### src/rtl/datos_a_rgb_stream.sv
// rtl/datos_a_rgb_stream.sv - RGB565/RGB555 to OUT_W-per-channel RGB stream with frame/line tags.
// Optional luma output selected per pixel when DATOS_A_RGB_GRAY_EN is defined.
module datos_a_rgb_stream #(
    parameter int OUT_W = 8,
    parameter int H_ACT = 640,
    parameter int V_ACT = 480
) (
    input  logic             clk,
    input  logic             rst_n,
    input  logic             fmt,
    input  logic [15:0]      in_data,
    input  logic             in_valid,
    output logic             in_ready,
`ifdef DATOS_A_RGB_GRAY_EN
    input  logic             gray_sel,
`endif
    output logic [OUT_W-1:0] R,
    output logic [OUT_W-1:0] G,
    output logic [OUT_W-1:0] B,
    output logic             out_sof,
    output logic             out_eol,
    output logic             out_valid,
    input  logic             out_ready
);

    localparam int CW = (H_ACT > 1) ? $clog2(H_ACT) : 1;
    localparam int RW = (V_ACT > 1) ? $clog2(V_ACT) : 1;
    localparam logic [CW-1:0] COL_LAST = CW'(H_ACT - 1);
    localparam logic [RW-1:0] ROW_LAST = RW'(V_ACT - 1);

    // Bit replication MSB-first, truncated to OUT_W (valid for OUT_W 5..12)
    function automatic logic [OUT_W-1:0] expand5(input logic [4:0] f);
        logic [14:0] rep;
        rep = {f, f, f};
        return rep[14 -: OUT_W];
    endfunction

    function automatic logic [OUT_W-1:0] expand6(input logic [5:0] f);
        logic [11:0] rep;
        rep = {f, f};
        return rep[11 -: OUT_W];
    endfunction

    logic [CW-1:0]    col_q, col_d;
    logic [RW-1:0]    row_q, row_d;
    logic             s1_valid_q, s1_valid_d;
    logic [4:0]       s1_r_q, s1_r_d;
    logic [5:0]       s1_g_q, s1_g_d;
    logic [4:0]       s1_b_q, s1_b_d;
    logic             s1_fmt_q, s1_fmt_d;
    logic             s1_sof_q, s1_sof_d;
    logic             s1_eol_q, s1_eol_d;
    logic             s1_gray_q, s1_gray_d;
    logic             out_valid_q, out_valid_d;
    logic [OUT_W-1:0] r_q, r_d, g_q, g_d, b_q, b_d;
    logic             sof_q, sof_d;
    logic             eol_q, eol_d;

    logic             out_free, s1_adv, in_fire, gray_in;
    logic [OUT_W-1:0] exp_r, exp_g, exp_b;

`ifdef DATOS_A_RGB_GRAY_EN
    localparam int LW = OUT_W + 8;
    logic [LW-1:0] luma_sum;
    assign gray_in  = gray_sel;
    assign luma_sum = {8'd0, exp_r} * LW'(77) + {8'd0, exp_g} * LW'(150)
                    + {8'd0, exp_b} * LW'(29);
`else
    assign gray_in = 1'b0;
`endif

    assign out_free = !out_valid_q || out_ready;
    assign s1_adv   = s1_valid_q && out_free;
    assign in_ready = !s1_valid_q || s1_adv;
    assign in_fire  = in_valid && in_ready;

    always_comb begin
        exp_r = expand5(s1_r_q);
        exp_b = expand5(s1_b_q);
        exp_g = s1_fmt_q ? expand5(s1_g_q[4:0]) : expand6(s1_g_q);
    end

    always_comb begin
        col_d      = col_q;
        row_d      = row_q;
        s1_valid_d = s1_valid_q;
        s1_r_d     = s1_r_q;
        s1_g_d     = s1_g_q;
        s1_b_d     = s1_b_q;
        s1_fmt_d   = s1_fmt_q;
        s1_sof_d   = s1_sof_q;
        s1_eol_d   = s1_eol_q;
        s1_gray_d  = s1_gray_q;

        if (s1_adv) begin
            s1_valid_d = 1'b0;
        end
        if (in_fire) begin
            s1_valid_d = 1'b1;
            s1_fmt_d   = fmt;
            s1_gray_d  = gray_in;
            s1_b_d     = in_data[4:0];
            if (fmt) begin
                s1_r_d = in_data[14:10];
                s1_g_d = {1'b0, in_data[9:5]};
            end else begin
                s1_r_d = in_data[15:11];
                s1_g_d = in_data[10:5];
            end
            s1_sof_d = (col_q == '0) && (row_q == '0);
            s1_eol_d = (col_q == COL_LAST);
            if (col_q == COL_LAST) begin
                col_d = '0;
                row_d = (row_q == ROW_LAST) ? '0 : row_q + 1'b1;
            end else begin
                col_d = col_q + 1'b1;
            end
        end
    end

    always_comb begin
        out_valid_d = out_valid_q;
        r_d         = r_q;
        g_d         = g_q;
        b_d         = b_q;
        sof_d       = sof_q;
        eol_d       = eol_q;

        if (out_free) begin
            out_valid_d = s1_valid_q;
        end
        if (s1_adv) begin
            sof_d = s1_sof_q;
            eol_d = s1_eol_q;
`ifdef DATOS_A_RGB_GRAY_EN
            if (s1_gray_q) begin
                r_d = luma_sum[LW-1:8];
                g_d = luma_sum[LW-1:8];
                b_d = luma_sum[LW-1:8];
            end else begin
                r_d = exp_r;
                g_d = exp_g;
                b_d = exp_b;
            end
`else
            r_d = exp_r;
            g_d = exp_g;
            b_d = exp_b;
`endif
        end
    end

    always_ff @(posedge clk or negedge rst_n) begin
        if (!rst_n) begin
            col_q       <= '0;
            row_q       <= '0;
            s1_valid_q  <= 1'b0;
            s1_r_q      <= '0;
            s1_g_q      <= '0;
            s1_b_q      <= '0;
            s1_fmt_q    <= 1'b0;
            s1_sof_q    <= 1'b0;
            s1_eol_q    <= 1'b0;
            s1_gray_q   <= 1'b0;
            out_valid_q <= 1'b0;
            r_q         <= '0;
            g_q         <= '0;
            b_q         <= '0;
            sof_q       <= 1'b0;
            eol_q       <= 1'b0;
        end else begin
            col_q       <= col_d;
            row_q       <= row_d;
            s1_valid_q  <= s1_valid_d;
            s1_r_q      <= s1_r_d;
            s1_g_q      <= s1_g_d;
            s1_b_q      <= s1_b_d;
            s1_fmt_q    <= s1_fmt_d;
            s1_sof_q    <= s1_sof_d;
            s1_eol_q    <= s1_eol_d;
            s1_gray_q   <= s1_gray_d;
            out_valid_q <= out_valid_d;
            r_q         <= r_d;
            g_q         <= g_d;
            b_q         <= b_d;
            sof_q       <= sof_d;
            eol_q       <= eol_d;
        end
    end

    // Without luma support the per-pixel gray flag is always zero
    logic unused_gray;
    assign unused_gray = s1_gray_q;

    assign R         = r_q;
    assign G         = g_q;
    assign B         = b_q;
    assign out_sof   = sof_q;
    assign out_eol   = eol_q;
    assign out_valid = out_valid_q;

endmodule

### config.mk
export PLATFORM = sky130hd
export DESIGN_NAME = datos_a_rgb_stream
export DESIGN_NICKNAME = d
export VERILOG_FILES = /design/src/rtl/datos_a_rgb_stream.sv
export SDC_FILE = /design/constraint.sdc
export NUM_CORES = 1
export LEC_CHECK = 0
export CORE_ASPECT_RATIO = 1.2
export CORE_MARGIN = 1.5
export CORE_UTILIZATION = 55
export DETAILED_ROUTE_END_ITERATION = 16
export MAX_ROUTING_LAYER = met4
export PLACE_DENSITY = 0.87
export SKIP_LAST_GASP = 1
export SLEW_MARGIN = 20
export SYNTH_ARGS = -nofsm -noshare
export SYNTH_HDL_FRONTEND = slang
export SYNTH_SLANG_ARGS = --single-unit
### constraint.sdc
create_clock -name clk -period 3.8 [get_ports clk]
set_input_delay 0.38 -clock clk [delete_from_list [all_inputs] [get_ports clk]]
set_output_delay 0.38 -clock clk [all_outputs]
set_load 0.1 [all_outputs]
==> impl_metrics.sql, run 1 <==
INSERT INTO impl_metrics (metric_group, metric, value, unit) VALUES
('outcome', 'result_of_the_run', 'finished clean', ''),
('clocking', 'cts.sink_count', '60', ''),
('yosys', 'ys_ff_latch', '60', ''),
('die', 'floorplan.core_area', '0.00466', 'mm2'),
('global_routing', 'grt_antenna_before_repair', '0', ''),
('worst_setup_path', 'timing.critical_path.max_delay_family', 'buffers and inverters', ''),
('pwr', 'power_switching_share', '42.6', '%'),
('placement', 'port_buffers', '48', ''),
('timing', 'layout_worst_path_cycle_share', '58.7', '%'),
('detailed_routing', 'number_of_drc_markers_after_the_initial_detailed_route_iteration', '161', ''),
('placement', 'hpwl_after_detailed_placement', '3.81', 'mm'),
('global_routing', 'grt_pass1_wl', '8.87', 'mm'),
('timing', 'report.final.hold_viol_count', '0', ''),
('worst_setup_path', 'max_stage_delay', '1150', 'ps'),
('layout', 'fraction_of_final_layout_cells_sized_beyond_drive_strength_1', '10.9', '%'),
('clocking', 'clock_tree_from_tritoncts', 'done', ''),
('die', 'design.portCount', '49', ''),
('pwr', 'p_seq_share', '36.8', '%'),
('global_routing', 'grtUsageTotal', '23.4', '%'),
('clocking', 'cts_repair_resize_count', '0', ''),
('die', 'die_height', '80.0', 'um'),
('pwr', 'clock_power_share', '25.5', '%'),
('pwr', 'p_leak', '1.51', 'nW'),
('hold_path', 'hold_path.class', 'in -> async', ''),
('layout', 'final-instance-count-excl-fill', '369', ''),
('worst_setup_path', 'rr_startpoint', 'col_q[1]', ''),
('worst_setup_path', 'worstPathCellList', 'clkdlybuf4s50_1', ''),
('clocking', 'worst_skew_pair.late_latency', '330', 'ps'),
('timing', 'worst_slew_pin_slew', '977', 'ps'),
('timing', 'timing.max_slew.rel_slack', '34.7', '%'),
('yosys', 'synth_nets', '289', ''),
('detailed_routing', 'via_count', '2032', ''),
('die', 'die_w', '67.2', 'um'),
('pwr', 'power.total', '2.26', 'mW'),
('detailed_routing', 'detail_route.vias_per_cell', '5.51', ''),
('clocking', 'h_tree_depth', '3', ''),
('layout', 'mostFrequentLayoutCell', 'sky130_fd_sc_hd__dfrtp_1', ''),
('clocking', 'cts.path.max_buffers', '2', ''),
('layout', 'finalNetCount', '331', ''),
('yosys', 'synth_async_sr_flop_share', '100', '%'),
('worst_setup_path', 'worst_ep_required_time', '3420', 'ps'),
('worst_setup_path', 'rr_endpoint', 'row_q[6]', ''),
('timing', 'max_freq', '449', 'MHz'),
('detailed_routing', 'drt-pass1-iter-count', '4', ''),
('timing', 'setup_total_negative_slack', '0', 'ps'),
('yosys', 'synthesis.area', '0.00272', 'mm2'),
('timing', 'finalMaxSlewViolations', '0', ''),
('clocking', 'cts-buffers-inserted', '9', ''),
('timing', 'finalWorstPathRequiredPeriod', '2230', 'ps'),
('worst_setup_path', 'worst-setup-path-type', 'reg -> out', ''),
('placement', 'placedCellCount', '353', ''),
('worst_setup_path', 'endpoint_kind', 'primary output', ''),
('layout', 'final_core_utilization', '72.4', '%'),
('yosys', 'ys_top_cells_by_area', 'sky130_fd_sc_hd__dfrtp_1 55%, sky130_fd_sc_hd__nand2_1 7.9%, sky130_fd_sc_hd__mux2_2 5.8%, sky130_fd_sc_hd__o21ai_0 3.9%, sky130_fd_sc_hd__mux2i_1 3.3%', ''),
('worst_setup_path', 'timing.critical_path.slowest_stage_cell', 'sky130_fd_sc_hd__clkdlybuf4s50_1', ''),
('worst_setup_path', 'worst-r2r-setup-slack', '1690', 'ps'),
('timing', 'post-route-worst-setup-slack', '1570', 'ps'),
('pwr', 'power-per-cell-area', '671', 'mW/mm2'),
('placement', 'place_ws', '1290', 'ps'),
('pwr', 'gate_power_share', '37.7', '%'),
('layout', 'syn2layout_area_growth', '24.1', '%'),
('yosys', 'post-synth-top-area-fraction', '55.2', '%'),
('clocking', 'postCtsHoldBufs', '0', ''),
('pwr', 'max-vdd-ir-drop', '0.391', 'mV'),
('global_routing', 'grt_remaining_overflow', '0', ''),
('detailed_routing', 'postRouteAntennaNets', '0', ''),
('layout', 'most-common-layout-cells', '60 x sky130_fd_sc_hd__dfrtp_1, 57 x sky130_fd_sc_hd__nand2_1, 46 x sky130_fd_sc_hd__clkdlybuf4s50_1', ''),
('pwr', 'cell_internal_pwr', '1.30', 'mW'),
('layout', 'count_of_inserted_antenna_diode_cells', '0', ''),
('pwr', 'p_switching', '0.965', 'mW'),
('timing', 'rsz_0062_raised_after_global_routing', 'false', '');
## per-layer routing
metal  routed length [um]  track usage [%]
met5                    0                -
met3                  239             7.19
met1                 2290             26.3
met4                   72             10.8
met2                 2850             37.7
## worst max path at each step
stage              start       end  depth (start not counted)
6_report            B[2]      B[7]                          1
3_5_place_dp   out_ready  col_q[6]                          6
3_3_place_gp   out_ready  col_q[6]                          6
4_1_cts             B[2]      B[7]                          1
2_1_floorplan  out_valid  col_q[6]                          6
5_1_grt        out_ready  col_q[6]                          6
## layout make-up
class / count / area, um2 / share of cell area, %
Inverter: 10 / 37.5 / 1.11
Sequential cell: 60 / 1500 / 44.5
Clock inverter: 4 / 47.5 / 1.41
Multi-Input combinational cell: 176 / 1080 / 32.0
Clock buffer: 12 / 155 / 4.60
Tap cell: 58 / 72.6 / 2.15
Timing Repair Buffer: 49 / 480 / 14.2
## registers in the layout (all words and copies together) (netlist names)
signal      cells
s1_b_q          5
col_q          10
out_valid       1
out_eol         1
B               5
s1_eol_q        1
s1_sof_q        1
s1_r_q          5
out_sof         1
s1_fmt_q        1
G               8
s1_g_q          6
R               5
s1_valid_q      1
row_q           9
## power by group through the flow
stage | logic, mW | clock network (mW) | registers, mW
floorplan | 0.312 | 0 | 1.19
global route | 0.893 | 0.615 | 0.846
finish | 0.854 | 0.578 | 0.833
detailed placement | 0.857 | 0 | 0.842
global placement | 0.844 | 0 | 0.837
CTS | 0.860 | 0.586 | 0.832
## cell usage after synthesis, types with 4 or more instances
| master | count |
|---|---|
| sky130_fd_sc_hd__buf_4 | 6 |
| sky130_fd_sc_hd__ha_1 | 4 |
| sky130_fd_sc_hd__mux2i_1 | 9 |
| sky130_fd_sc_hd__nand2_1 | 57 |
| sky130_fd_sc_hd__nor2_1 | 10 |
| sky130_fd_sc_hd__xnor2_1 | 9 |
| sky130_fd_sc_hd__nand4_1 | 7 |
| sky130_fd_sc_hd__dfrtp_1 | 60 |
| sky130_fd_sc_hd__nand2b_1 | 4 |
| sky130_fd_sc_hd__mux2_2 | 14 |
| sky130_fd_sc_hd__nand3_1 | 6 |
| sky130_fd_sc_hd__o21ai_0 | 21 |
| sky130_fd_sc_hd__clkbuf_1 | 8 |
| sky130_fd_sc_hd__or3_1 | 4 |
| sky130_fd_sc_hd__a21oi_1 | 7 |
| sky130_fd_sc_hd__inv_1 | 10 |
## per-stage QoR
| stage | hold WS [ps] | area (um2) |
|---|---|---|
| after CTS | 187 | 3370 |
| after floorplan | 84.4 | 2720 |
| final | 158 | 3370 |
| after global placement | 454 | 3170 |
| after detailed placement | 458 | 3170 |
| after global routing | 221 | 3370 |
## logic make-up (layout without fill, tap and decap cells)
kind of cell | count (synthesis) | after routing | synth area share [%]
AOI/OAI and AO/OA | 33 | 33 | 6.76
muxes | 23 | 23 | 9.11
buffers and inverters | 28 | 75 | 5.06
DFF | 60 | 60 | 55.2
xor gates and xnor gates | 10 | 10 | 3.22
and+or+nand+nor | 106 | 106 | 18.8
adders and majority gates | 4 | 4 | 1.84
(Power assumes the default switching activity.)
==> run 2, diff against run 1 <==
Settings changed: CORE_UTILIZATION 55 to 47, PLACE_DENSITY 0.87 to 0.8.
Clock period 3.8 ns to 2 ns, I/O delays scaled along.
==> impl_metrics.sql, run 2 (synthesis gave the netlist of run 1 again) <==
INSERT INTO impl_metrics (metric_group, metric, value, unit) VALUES
('global_routing', 'grtUsageTotal', '20.5', '%'),
('worst_setup_path', 'max_stage_delay', '530', 'ps'),
('worst_setup_path', 'timing.critical_path.max_delay_family', 'simple AND/OR/NAND/NOR gates', ''),
('die', 'design.die.area', '0.00625', 'mm2'),
('pwr', 'p_switching', '1.89', 'mW'),
('timing', 'worst_clock_skew', '8.69', 'ps'),
('worst_setup_path', 'cp_num_buf_inv', '1', ''),
('clocking', 'worst_skew_pair.late_latency', '330', 'ps'),
('clocking', 'path_clk_slew', '70', 'ps'),
('die', 'start_util', '48.3', '%'),
('die', 'die_height', '86.3', 'um'),
('worst_setup_path', 'crit_fanout', '12', ''),
('layout', 'stdcell_area', '0.00347', 'mm2'),
('clocking', 'h_tree_depth', '3', ''),
('layout', 'finalNetCount', '343', ''),
('clocking', 'cts-buffers-inserted', '9', ''),
('layout', 'max_flop_register', 'col_q', ''),
('pwr', 'power_switching_share', '42.8', '%'),
('timing', 'finalWorstPathRequiredPeriod', '1890', 'ps'),
('pwr', 'p_seq_share', '35.8', '%'),
('layout', 'area_used_by_multi_input_combinational_logic', '0.00109', 'mm2'),
('worst_setup_path', 'worstPathCellList', 'ha_2 > nand3_1 > or4_1 > buf_4 > nand2b_1 > xnor2_1', ''),
('layout', 'count_of_inserted_antenna_diode_cells', '0', ''),
('worst_setup_path', 'endpoint_kind', 'register', ''),
('run', 'cap_violations', '0', ''),
('clocking', 'cts_root_buf', 'sky130_fd_sc_hd__clkbuf_8', ''),
('detailed_routing', 'drc_errors', '0', ''),
('detailed_routing', 'drt-pass1-iter-count', '4', ''),
('outcome', 'result_of_the_run', 'finished clean', ''),
('timing', 'post-route-worst-setup-slack', '111', 'ps'),
('global_routing', 'grt_remaining_overflow', '0', ''),
('timing', 'report.final.hold_viol_count', '0', ''),
('layout', 'n_fill_cell', '463', ''),
('layout', 'mostFrequentLayoutCell', 'sky130_fd_sc_hd__dfrtp_1', ''),
('timing', 'rsz_0062_raised_after_global_routing', 'false', ''),
('pwr', 'cell_internal_pwr', '2.53', 'mW'),
('clocking', 'cts.sink_count', '60', ''),
('placement', 'port_buffers', '48', ''),
('layout', 'number_of_flip_flops_in_the_largest_register', '10', ''),
('clocking', 'cts.path.max_buffers', '2', ''),
('global_routing', 'grt_pass1_wl', '9.52', 'mm'),
('detailed_routing', 'via_count', '2085', ''),
('timing', 'finalMaxSlewViolations', '0', ''),
('layout', 'syn2layout_area_growth', '27.6', '%'),
('detailed_routing', 'postRouteAntennaNets', '0', ''),
('global_routing', 'vias_in_the_first_global_route', '2126', ''),
('hold_path', 'hold_path.class', 'in -> async', ''),
('worst_setup_path', 'cp.arrival', '2110', 'ps'),
('die', 'core.rowCount', '30', ''),
('detailed_routing', 'routed_wirelength', '5.43', 'mm'),
('global_routing', 'grt_start_max_net_pins', '40', ''),
('timing', 'worst_slew_pin_slew', '515', 'ps'),
('worst_setup_path', 'worst-setup-path-type', 'reg -> reg', ''),
('timing', 'setup_viol_count_final', '0', ''),
('pwr', 'gate_power_share', '36.7', '%'),
('worst_setup_path', 'timing.critical_path.slowest_stage_cell', 'sky130_fd_sc_hd__or4_1', ''),
('placement', 'place_ws', '-3.20', 'ps'),
('worst_setup_path', 'type_of_element_launching_the_critical_path', 'register', ''),
('layout', 'fraction_of_final_layout_cells_sized_beyond_drive_strength_1', '24.1', '%'),
('placement', 'placement.cell_area', '0.00323', 'mm2'),
('timing', 'max_freq', '529', 'MHz'),
('pwr', 'clock_power_share', '27.5', '%'),
('pwr', 'power-per-cell-area', '1270', 'mW/mm2'),
('placement', 'hpwl_after_detailed_placement', '3.99', 'mm'),
('die', 'design.portCount', '49', ''),
('worst_setup_path', 'worst_ep_required_time', '2220', 'ps'),
('clocking', 'post-cts-setup-buffer-count', '0', ''),
('layout', 'seqCellArea', '0.00151', 'mm2'),
('placement', 'final_replace_weighted_congestion', '0.928', ''),
('detailed_routing', 'routed_wire_length_per_instance', '14.0', 'um'),
('pwr', 'max-vdd-ir-drop', '0.474', 'mV'),
('global_routing', 'grt_antenna_before_repair', '0', ''),
('layout', 'most-common-layout-cells', '59 x sky130_fd_sc_hd__dfrtp_1, 56 x sky130_fd_sc_hd__nand2_1, 38 x sky130_fd_sc_hd__buf_4', ''),
('clocking', 'clock_tree_from_tritoncts', 'done', ''),
('die', 'floorplan.core_area', '0.00563', 'mm2'),
('pwr', 'p_leak', '1.62', 'nW'),
('timing', 'layout_worst_path_cycle_share', '94.4', '%'),
('detailed_routing', 'detail_route.vias_per_cell', '5.39', ''),
('timing', 'timing.max_slew.rel_slack', '65.6', '%'),
('detailed_routing', 'number_of_drc_markers_after_the_initial_detailed_route_iteration', '123', ''),
('timing', 'finalHoldWorstSlack', '368', 'ps'),
('die', 'die_w', '72.4', 'um');
==> run 2: cell count changes in the layout (fill, tap and decap cells not counted), moves of 2 or more <==
cell,previous run,this run
sky130_fd_sc_hd__buf_12,0,2
sky130_fd_sc_hd__buf_4,2,38
sky130_fd_sc_hd__clkbuf_8,11,9
sky130_fd_sc_hd__clkdlybuf4s50_1,46,19
sky130_fd_sc_hd__inv_6,0,2
==> run 2: area by class of cell <==
type	count	area share, %
Clock buffer	9	3.57
Clock inverter	7	2.85
Inverter	10	1.19
Multi-Input combinational cell	176	31.4
Sequential cell	60	43.4
Tap cell	64	2.31
Timing Repair Buffer	61	15.3
==> run 2: worst paths after layout <==
check,to,slack (ps),start,cells past startpoint
max in group asynchronous,out_valid,1020,rst_n,3
worst max register to register,row_q[4],110,col_q[0],6
worst min register to register,s1_r_q[3],480,s1_r_q[3],2
min in group clk,s1_g_q[1],390,in_data[6],3
worst min-delay path,s1_r_q[2],370,rst_n,2
worst max-delay path,row_q[4],110,col_q[0],6
==> run 2: per-layer routing <==
layer  track usage [%]  vias up  wire (um)
li1                  -     1007          -
met1              23.8     1027       2340
met2              33.6       40       2780
met3              4.42       11        189
met4              9.95        0        123
met5                 -        -          0
==> run 2: what timing repair did <==
item,CTS,global route
resized for setup,0,2
hold endpoints to repair,21,0
hold buffers,1,0
endpoints found under the setup margin,0,1
==> run 2: stage by stage <==
step                cells  utilization (%)  TNS, ps  total power [mW]
finish                387             61.6        0              4.42
global route          387             61.6        0              4.61
CTS                   387             61.6        0              4.46
detailed placement    370             57.4    -3.20              3.23
global placement      370             57.4        0              3.20
floorplan             264                -    -4290              2.87
==> run 2: power by group through the flow <==
stage	Combinational (mW)	Clock, mW	Sequential [mW]
after floorplan	0.602	0	2.26
after global placement	1.61	0	1.59
after detailed placement	1.63	0	1.61
after CTS	1.63	1.25	1.58
after global routing	1.69	1.31	1.61
final	1.62	1.21	1.58
==> run 3, diff against run 2 <==
Settings changed: SETUP_SLACK_MARGIN set to 0.4.
==> impl_metrics.sql, run 3 (synthesis gave the netlist of run 1 again) <==
INSERT INTO impl_metrics (metric_group, metric, value, unit) VALUES
('timing', 'setup_viol_count_final', '0', ''),
('outcome', 'result_of_the_run', 'finished clean', ''),
('timing', 'worst_clock_skew', '8.06', 'ps'),
('hold_path', 'hold_path.class', 'in -> async', ''),
('global_routing', 'grtUsageTotal', '20.3', '%'),
('pwr', 'max-vdd-ir-drop', '0.749', 'mV'),
('layout', 'count_of_inserted_antenna_diode_cells', '0', ''),
('die', 'design.die.area', '0.00625', 'mm2'),
('timing', 'worst_slew_pin_slew', '538', 'ps'),
('clocking', 'cts.sink_count', '60', ''),
('layout', 'syn2layout_area_growth', '37.1', '%'),
('clocking', 'worst_skew_pair.late_latency', '330', 'ps'),
('timing', 'finalWorstPathRequiredPeriod', '1770', 'ps'),
('die', 'start_util', '48.3', '%'),
('layout', 'final-instance-count-excl-fill', '399', ''),
('detailed_routing', 'postRouteAntennaNets', '0', ''),
('placement', 'hpwl_after_detailed_placement', '3.75', 'mm'),
('clocking', 'cts_root_buf', 'sky130_fd_sc_hd__clkbuf_8', ''),
('worst_setup_path', 'cp.arrival', '2030', 'ps'),
('placement', 'placement.cell_area', '0.00323', 'mm2'),
('timing', 'layout_worst_path_cycle_share', '88.3', '%'),
('global_routing', 'grt_antenna_before_repair', '0', ''),
('placement', 'port_buffers', '48', ''),
('die', 'die_height', '86.3', 'um'),
('worst_setup_path', 'crit_fanout', '8', ''),
('layout', 'final_core_utilization', '66.2', '%'),
('global_routing', 'grt_start_max_net_pins', '39', ''),
('worst_setup_path', 'worst_ep_required_time', '2260', 'ps'),
('detailed_routing', 'routed_wirelength', '6.18', 'mm'),
('worst_setup_path', 'cp_num_buf_inv', '0', ''),
('layout', 'mostFrequentLayoutCell', 'sky130_fd_sc_hd__dfrtp_1', ''),
('layout', 'most-common-layout-cells', '56 x sky130_fd_sc_hd__dfrtp_1, 55 x sky130_fd_sc_hd__nand2_1, 46 x sky130_fd_sc_hd__buf_4', ''),
('pwr', 'p_leak', '1.74', 'nW'),
('layout', 'finalNetCount', '355', ''),
('worst_setup_path', 'worst-r2r-setup-slack', '230', 'ps'),
('worst_setup_path', 'endpoint_kind', 'register', ''),
('global_routing', 'grt_remaining_overflow', '0', ''),
('die', 'floorplan.core_area', '0.00563', 'mm2'),
('global_routing', 'grt_pass1_wl', '9.50', 'mm'),
('timing', 'timing.max_slew.rel_slack', '64.1', '%'),
('detailed_routing', 'drc_errors', '0', ''),
('die', 'core.rowCount', '30', ''),
('layout', 'max_flop_register', 'col_q', ''),
('worst_setup_path', 'r2r.worst_path.cells', '4', ''),
('timing', 'report.final.hold_viol_count', '0', ''),
('clocking', 'cts.path.max_buffers', '2', ''),
('run', 'cap_violations', '0', ''),
('timing', 'finalMaxSlewViolations', '0', ''),
('clocking', 'h_tree_depth', '3', ''),
('detailed_routing', 'number_of_drc_markers_after_the_initial_detailed_route_iteration', '214', ''),
('layout', 'stdcell_area', '0.00373', 'mm2'),
('layout', 'n_fill_cell', '405', ''),
('detailed_routing', 'via_count', '2177', ''),
('clocking', 'clock_tree_from_tritoncts', 'done', ''),
('placement', 'placedCellCount', '367', ''),
('worst_setup_path', 'max_stage_delay', '610', 'ps'),
('pwr', 'power.total', '4.72', 'mW'),
('placement', 'final_replace_weighted_congestion', '0.884', ''),
('clocking', 'cts-buffers-inserted', '9', ''),
('worst_setup_path', 'worstPathCellList', 'nand4bb_1 > or4_4 > or3_4 > o21ai_2', ''),
('worst_setup_path', 'type_of_element_launching_the_critical_path', 'register', ''),
('worst_setup_path', 'timing.critical_path.slowest_stage_cell', 'sky130_fd_sc_hd__or4_4', ''),
('worst_setup_path', 'rr_startpoint', 'col_q[7]', ''),
('detailed_routing', 'routed_wire_length_per_instance', '15.5', 'um'),
('clocking', 'path_clk_slew', '70', 'ps'),
('worst_setup_path', 'timing.critical_path.max_delay_family', 'simple AND/OR/NAND/NOR gates', ''),
('die', 'design.portCount', '49', ''),
('timing', 'rsz_0062_raised_after_global_routing', 'true', ''),
('layout', 'number_of_flip_flops_in_the_largest_register', '10', ''),
('layout', 'fraction_of_final_layout_cells_sized_beyond_drive_strength_1', '33.1', '%'),
('worst_setup_path', 'worst-setup-path-type', 'reg -> reg', ''),
('timing', 'max_freq', '566', 'MHz'),
('pwr', 'power-per-cell-area', '1270', 'mW/mm2'),
('global_routing', 'vias_in_the_first_global_route', '2122', ''),
('worst_setup_path', 'rr_endpoint', 'row_q[6]', ''),
('detailed_routing', 'detail_route.vias_per_cell', '5.46', ''),
('timing', 'setup_total_negative_slack', '0', 'ps'),
('die', 'die_w', '72.4', 'um'),
('detailed_routing', 'drt-pass1-iter-count', '4', '');
run 3: cell count changes in the layout (fill, tap and decap cells not counted), moves of 3 or more:
cell	before	now
sky130_fd_sc_hd__dfrtp_2	0	3
sky130_fd_sc_hd__dfrtp_1	59	56
sky130_fd_sc_hd__buf_6	0	3
sky130_fd_sc_hd__o21ai_2	1	4
sky130_fd_sc_hd__o21ai_0	20	16
sky130_fd_sc_hd__buf_4	38	46
run 3: worst max-delay path by stage:
stage,from,end,slack [ps],cells after the start
4_1_cts,col_q[1],row_q[8],260,6
6_report,col_q[7],row_q[6],230,4
3_5_place_dp,in_valid,row_q[8],-20,6
3_3_place_gp,in_valid,row_q[8],4,6
5_1_grt,col_q[7],row_q[7],190,5
2_1_floorplan,out_valid,s1_r_q[2],-190,6
run 3: layout make-up:
cell class	count	area [um2]	area share (%)
Sequential cell	60	1510	40.5
Multi-Input combinational cell	176	1210	32.4
Timing Repair Buffer	73	639	17.1
Clock buffer	12	155	4.16
Clock inverter	4	95.1	2.55
Tap cell	64	80.1	2.15
Inverter	10	41.3	1.11
run 3: power breakdown:
part / internal (mW) / switching, mW / total (mW)
Combinational: 0.496 / 1.26 / 1.76
Sequential: 1.42 / 0.178 / 1.59
Clock: 0.895 / 0.471 / 1.37
Total: 2.81 / 1.91 / 4.72
run 3: worst reg2reg max path, stage by stage (launching register included):
cell and delay (ps):
sky130_fd_sc_hd__dfrtp_1 440, sky130_fd_sc_hd__nand4bb_1 190, sky130_fd_sc_hd__or4_4 610, sky130_fd_sc_hd__or3_4 400, sky130_fd_sc_hd__o21ai_2 60
run 3: per-layer routing:
metal	wire [um]	global-route usage, %	up-vias
met5	0	-	-
met4	133	9.09	0
met3	298	5.35	13
met2	3310	33.7	68
met1	2430	23.1	1073
li1	-	-	1023
run 3: repair_timing:
item	in CTS	in global routing
hold buffers	1	0
cloned	0	0
pin swaps	6	4
resized for setup	19	14
buffers inserted	7	8
hold endpoints to repair	22	0
setup endpoints to repair	30	33
run 3: metrics by stage:
step	setup WS, ps	hold WS, ps
2_1_floorplan	-191	-95.6
3_3_place_gp	3.63	210
3_5_place_dp	-18.7	215
4_1_cts	256	391
5_1_grt	194	410
6_report	234	376
==> edit 1: new RTL, settings of run 3 <==
Make the reset (`rst_n`) synchronous in one clocked block.
--- a/src/rtl/datos_a_rgb_stream.sv
+++ b/src/rtl/datos_a_rgb_stream.sv
@@ -152,3 +152,3 @@
 
-    always_ff @(posedge clk or negedge rst_n) begin
+    always_ff @(posedge clk) begin
         if (!rst_n) begin
Function: differs if rst_n is asserted again (counterexample within 4 cycles, from zero or initial values and one cycle with rst_n low); with rst_n held inactive, the same outputs for 10 cycles.
==> edit 1 against run 3 <==
Largest cell class is now multi-input combinational cells. Area after synthesis is 4.0% lower. Worst setup slack gained 0.20 ns. Wire length is 5.9% lower. Highest routed layer unchanged. Cell count rose by 7.8%. Critical path depth rose by 1. Core utilization fell by 2.9 points. Design area down 9.4%. Sequential cell count unchanged. Via count increased by 8.2%.
Power is not compared: it rests on default switching activity, and its combinational part moved more than twofold at a synthesized area within 25%.
==> edit 1: results (changes against run 3) <==
{| class="wikitable"
! Metric !! Value
|-
| Met1 usage in global routing || 0.241 (+0.0100)
|-
| WP data arrival || 1.78 ns (-0.25 ns)
|-
| Initial DRC count || 177 (-17%)
|-
| Slew HR || 0.704 (+0.0628)
|-
| List of most frequent post-synthesis cells || nand2_1 (65), dfxtp_1 (60), a21oi_1 (32)
|-
| Filler Cells Inserted || 438 (+8.1%)
|-
| Metal-1 WL || 2560 µm (+5.3%)
|-
| Number of non-clock inverters in the layout || 8 (-2)
|-
| Post-route setup slack || 0.430 ns (+0.196 ns)
|-
| Fraction of synthesized cell area in xor and xnor cells || 0.0235 (-0.00872)
|-
| Post-DP Area || 3090 µm² (-4.2%)
|-
| Portion of the post-synthesis area used by sequential elements || 0.460 (-0.0920)
|-
| Start of the worst register-to-register path || row_q[0]
|-
| Outcome || finished, final reports clean
|-
| Dominant synthesized flop cell || dfxtp_1
|-
| Net count after synthesis || 340 (+18%)
|-
| Global-route wire length before repair || 9640 µm (+1.5%)
|-
| CP Capture Point || row_q[7]
|-
| Routed wirelength normalized by instance count || 13.5 µm (-13%)
|-
| Worst Reg2Reg Path Length in Cells || 5 (+1)
|-
| Post-synthesis cell type count || 40 (+8.1%)
|-
| Number of global-route vias before repair || 2192 (+3.3%)
|-
| Biggest area contributors in the synthesized netlist || dfxtp_1 (46%), nand2_1 (9.3%), a21oi_1 (6.1%)
|-
| Total number of vias || 2356 (+8.2%)
|-
| Final-layout clock buffer total || 15 (+3)
|-
| Met3 Use GR || 0.0684 (+0.0149)
|-
| Combined area of the multi-input logic cells || 1300 µm² (+7.2%)
|-
| Share of final layout cell area taken by non-clock buffers || 0.162 (-0.00925)
|}
==> edit 1: critical path: stages, from the launching register on <==
cell and delay [ns]:
dfxtp_2 0.38, ha_4 0.15, and4_4 0.24, nand4_1 0.25
a211oi_2 0.31, o22ai_1 0.11
==> edit 1: power by group through the flow <==
stage | Sequential, W | Combinational, W | Clock, W
floorplan | 0.00143 | 0.000172 | 0
global placement | 0.00130 | 0.000401 | 0
detailed placement | 0.00130 | 0.000406 | 0
CTS | 0.00127 | 0.000408 | 0.00106
global route | 0.00128 | 0.000431 | 0.00112
finish | 0.00127 | 0.000406 | 0.00103
==> edit 1: cell families after synthesis <==
kind of cell | Yosys count
buffers and inverters | 34
adder cells (fa/ha/maj) | 4
multiplexers | 7
XOR/XNOR | 7
AND/OR/NAND/NOR | 140
flip-flops | 60
AO/OA/AOI/OAI | 63
==> edit 1: timing repair <==
item,4_1_cts,5_1_grt
gates resized for setup,3,17
endpoints found under the hold margin,0,0
pin swaps,2,4
buffers inserted,2,4
setup endpoints to repair,6,13
==> edit 2: new RTL, settings of run 3 <==
Without the edit above. The option `DATOS_A_RGB_GRAY_EN` is turned on by a define.
--- a/src/rtl/datos_a_rgb_stream.sv
+++ b/src/rtl/datos_a_rgb_stream.sv
@@ -2,2 +2,4 @@
 // Optional luma output selected per pixel when DATOS_A_RGB_GRAY_EN is defined.
+`define DATOS_A_RGB_GRAY_EN
+
 module datos_a_rgb_stream #(
Interface: changed (added gray_sel); port bits go from 49 to 50. No check against the original RTL was run, so the function may have changed too.
==> edit 2 against run 3 <==
The flow now finishes with violations (setup timing). Sequential share of layout area shrank 21 points. Sequential cell count increased by 7. Worst setup slack lost 4.9 ns. Die area grew 120%. Wire length grew to 3.0 times the old value. Area after synthesis is 120% higher. Design area rose by 130%. Critical path type unchanged.
Power is not shown: default switching activity piles up to over one toggle a cycle in this logic, so the estimate is an artifact.
==> edit 2: results (changes against run 3) <==
{| class="wikitable"
! Metric !! Value
|-
| Portion of the post-synthesis area used by sequential elements || 0.275 (-0.277)
|-
| Post-route setup slack || -4.63 ns (-4.86 ns)
|-
| Pin count of the biggest net entering global routing || 68 (+74%)
|-
| Avg Inst Size Synth || 9.79 µm² (-4.9%)
|-
| Maximum net fanout on the critical path || 7 (-1)
|-
| Delay of the slowest cell on the worst path || 0.51 ns (-0.10 ns)
|-
| Nets || 959 (+170%)
|-
| Post-placement cell count || 915 (+150%)
|-
| Biggest area contributors in the synthesized netlist || dfrtp_1 (27%), ha_1 (18%), fa_1 (18%)
|-
| Global-route wire length before repair || 28100 µm (+200%)
|-
| Post-synthesis cell type count || 59 (+59%)
|-
| Net count after synthesis || 786 (+170%)
|-
| Actual transition at the worst max-transition pin || 0.514 ns (-0.0244 ns)
|-
| Post-DP Area || 7610 µm² (+140%)
|-
| Port bufs || 49 (+2.1%)
|-
| Largest delay share family, worst path || adder cells
|-
| Type of the tightest min-delay check || in -> reg
|-
| # setup viols final || 24 (+24)
|-
| Violated checks || setup timing
|-
| Routed wirelength normalized by instance count || 19.1 µm (+23%)
|-
| Outcome || complete, but fails checks
|-
| Insertion delay to the later sink of the worst-skew pair || 0.34 ns
|-
| Total wirelength of the detailed-routed design || 18400 µm (+200%)
|-
| List of most frequent post-synthesis cells || inv_1 (100), ha_1 (87), nand2_1 (77)
|-
| Metal3 WL || 784 µm (+160%)
|-
| Pre-Repair DR Iteration Count || 5 (+1)
|-
| Placer's final routability congestion estimate || 0.939 (+6.3%)
|-
| Aggregate global-route resource usage || 0.274 (+0.0710)
|-
| Total Negative Setup Slacks || -105.75 ns (-105.75 ns)
|-
| Fraction of final layout cells sized beyond drive strength 1 || 0.344 (+0.0124)
|-
| Detailed Place HPWL || 12700 µm (+240%)
|-
| Filler Cells Inserted || 870 (+110%)
|-
| Met2 routed WL || 9620 µm (+190%)
|-
| Number of global-route vias before repair || 5895 (+180%)
|}
edit 2: cell count changes after synthesis, moves of 11 or more:
cell     delta
ha_1       +83
xor2_1     +11
inv_1      +90
nor2_1     +21
mux2_2     -12
fa_1       +54
nand2_1    +20
a21oi_1    +17
edit 2: final cells by class:
class / count / area (µm²) / area share
Clock buffer: 10 / 239 / 0.0281
Clock inverter: 5 / 30.0 / 0.00353
Inverter: 100 / 378 / 0.0444
Multi-Input combinational cell: 442 / 4540 / 0.533
Sequential cell: 67 / 1680 / 0.198
Tap cell: 164 / 205 / 0.0241
Timing Repair Buffer: 176 / 1430 / 0.169
edit 2: logic make-up after synthesis:
kind of cell,Yosys count,synth area share
AND/OR/NAND/NOR,161,0.129
adder cells (fa/ha/maj),141,0.356
buffers and inverters,114,0.0704
AO/OA/AOI/OAI,101,0.112
flip-flops,67,0.275
XOR/XNOR,31,0.0445
multiplexers,8,0.0135
edit 2: worst register-to-register path, delay by kind of cell (launching register included):
family | cells | cell delay, ns
multiplexers | 1 | 0.35
flip-flops | 1 | 0.46
AND/OR/NAND/NOR | 2 | 0.23
XOR/XNOR | 2 | 0.25
AO/OA/AOI/OAI | 4 | 1.06
adder cells (fa/ha/maj) | 10 | 3.81
buffers and inverters | 5 | 0.35
edit 2: worst paths after layout:
check | start | to | slack (ns) | depth (start not counted)
max in group asynchronous | rst_n | out_valid | 1.25 | 3
min in group asynchronous | rst_n | row_q[0] | 0.43 | 3
max reg2reg | s1_fmt_q | G[2] | -4.63 | 24
min | in_data[9] | s1_g_q[4] | 0.40 | 3
max | s1_fmt_q | G[2] | -4.63 | 24
min reg2reg | s1_eol_q | s1_eol_q | 0.49 | 1
edit 2: timing repair:
item / CTS / global route
endpoints found under the setup margin: 34 / 39
hold buffers: 1 / 0
pin swaps: 28 / 37
setup buffers: 21 / 12
gates resized for setup: 28 / 41
hold endpoints to repair: 67 / 0
edit 2: metrics by stage:
stage	hold WS, ns	worst slack [ns]	utilization
6_report	0.396	-4.63	0.671
5_1_grt	0.431	-4.79	0.671
4_1_cts	0.399	-4.46	0.648
3_5_place_dp	0.253	-4.54	0.601
3_3_place_gp	0.236	-4.39	0.601
2_1_floorplan	-0.0956	-4.28	-
edit 2: metal layers:
| metal | vias up | global-route usage |
|---|---|---|
| li1 | 2394 | - |
| met1 | 2604 | 0.287 |
| met2 | 202 | 0.500 |
| met3 | 90 | 0.0376 |
| met4 | 0 | 0.140 |
| met5 | - | - |
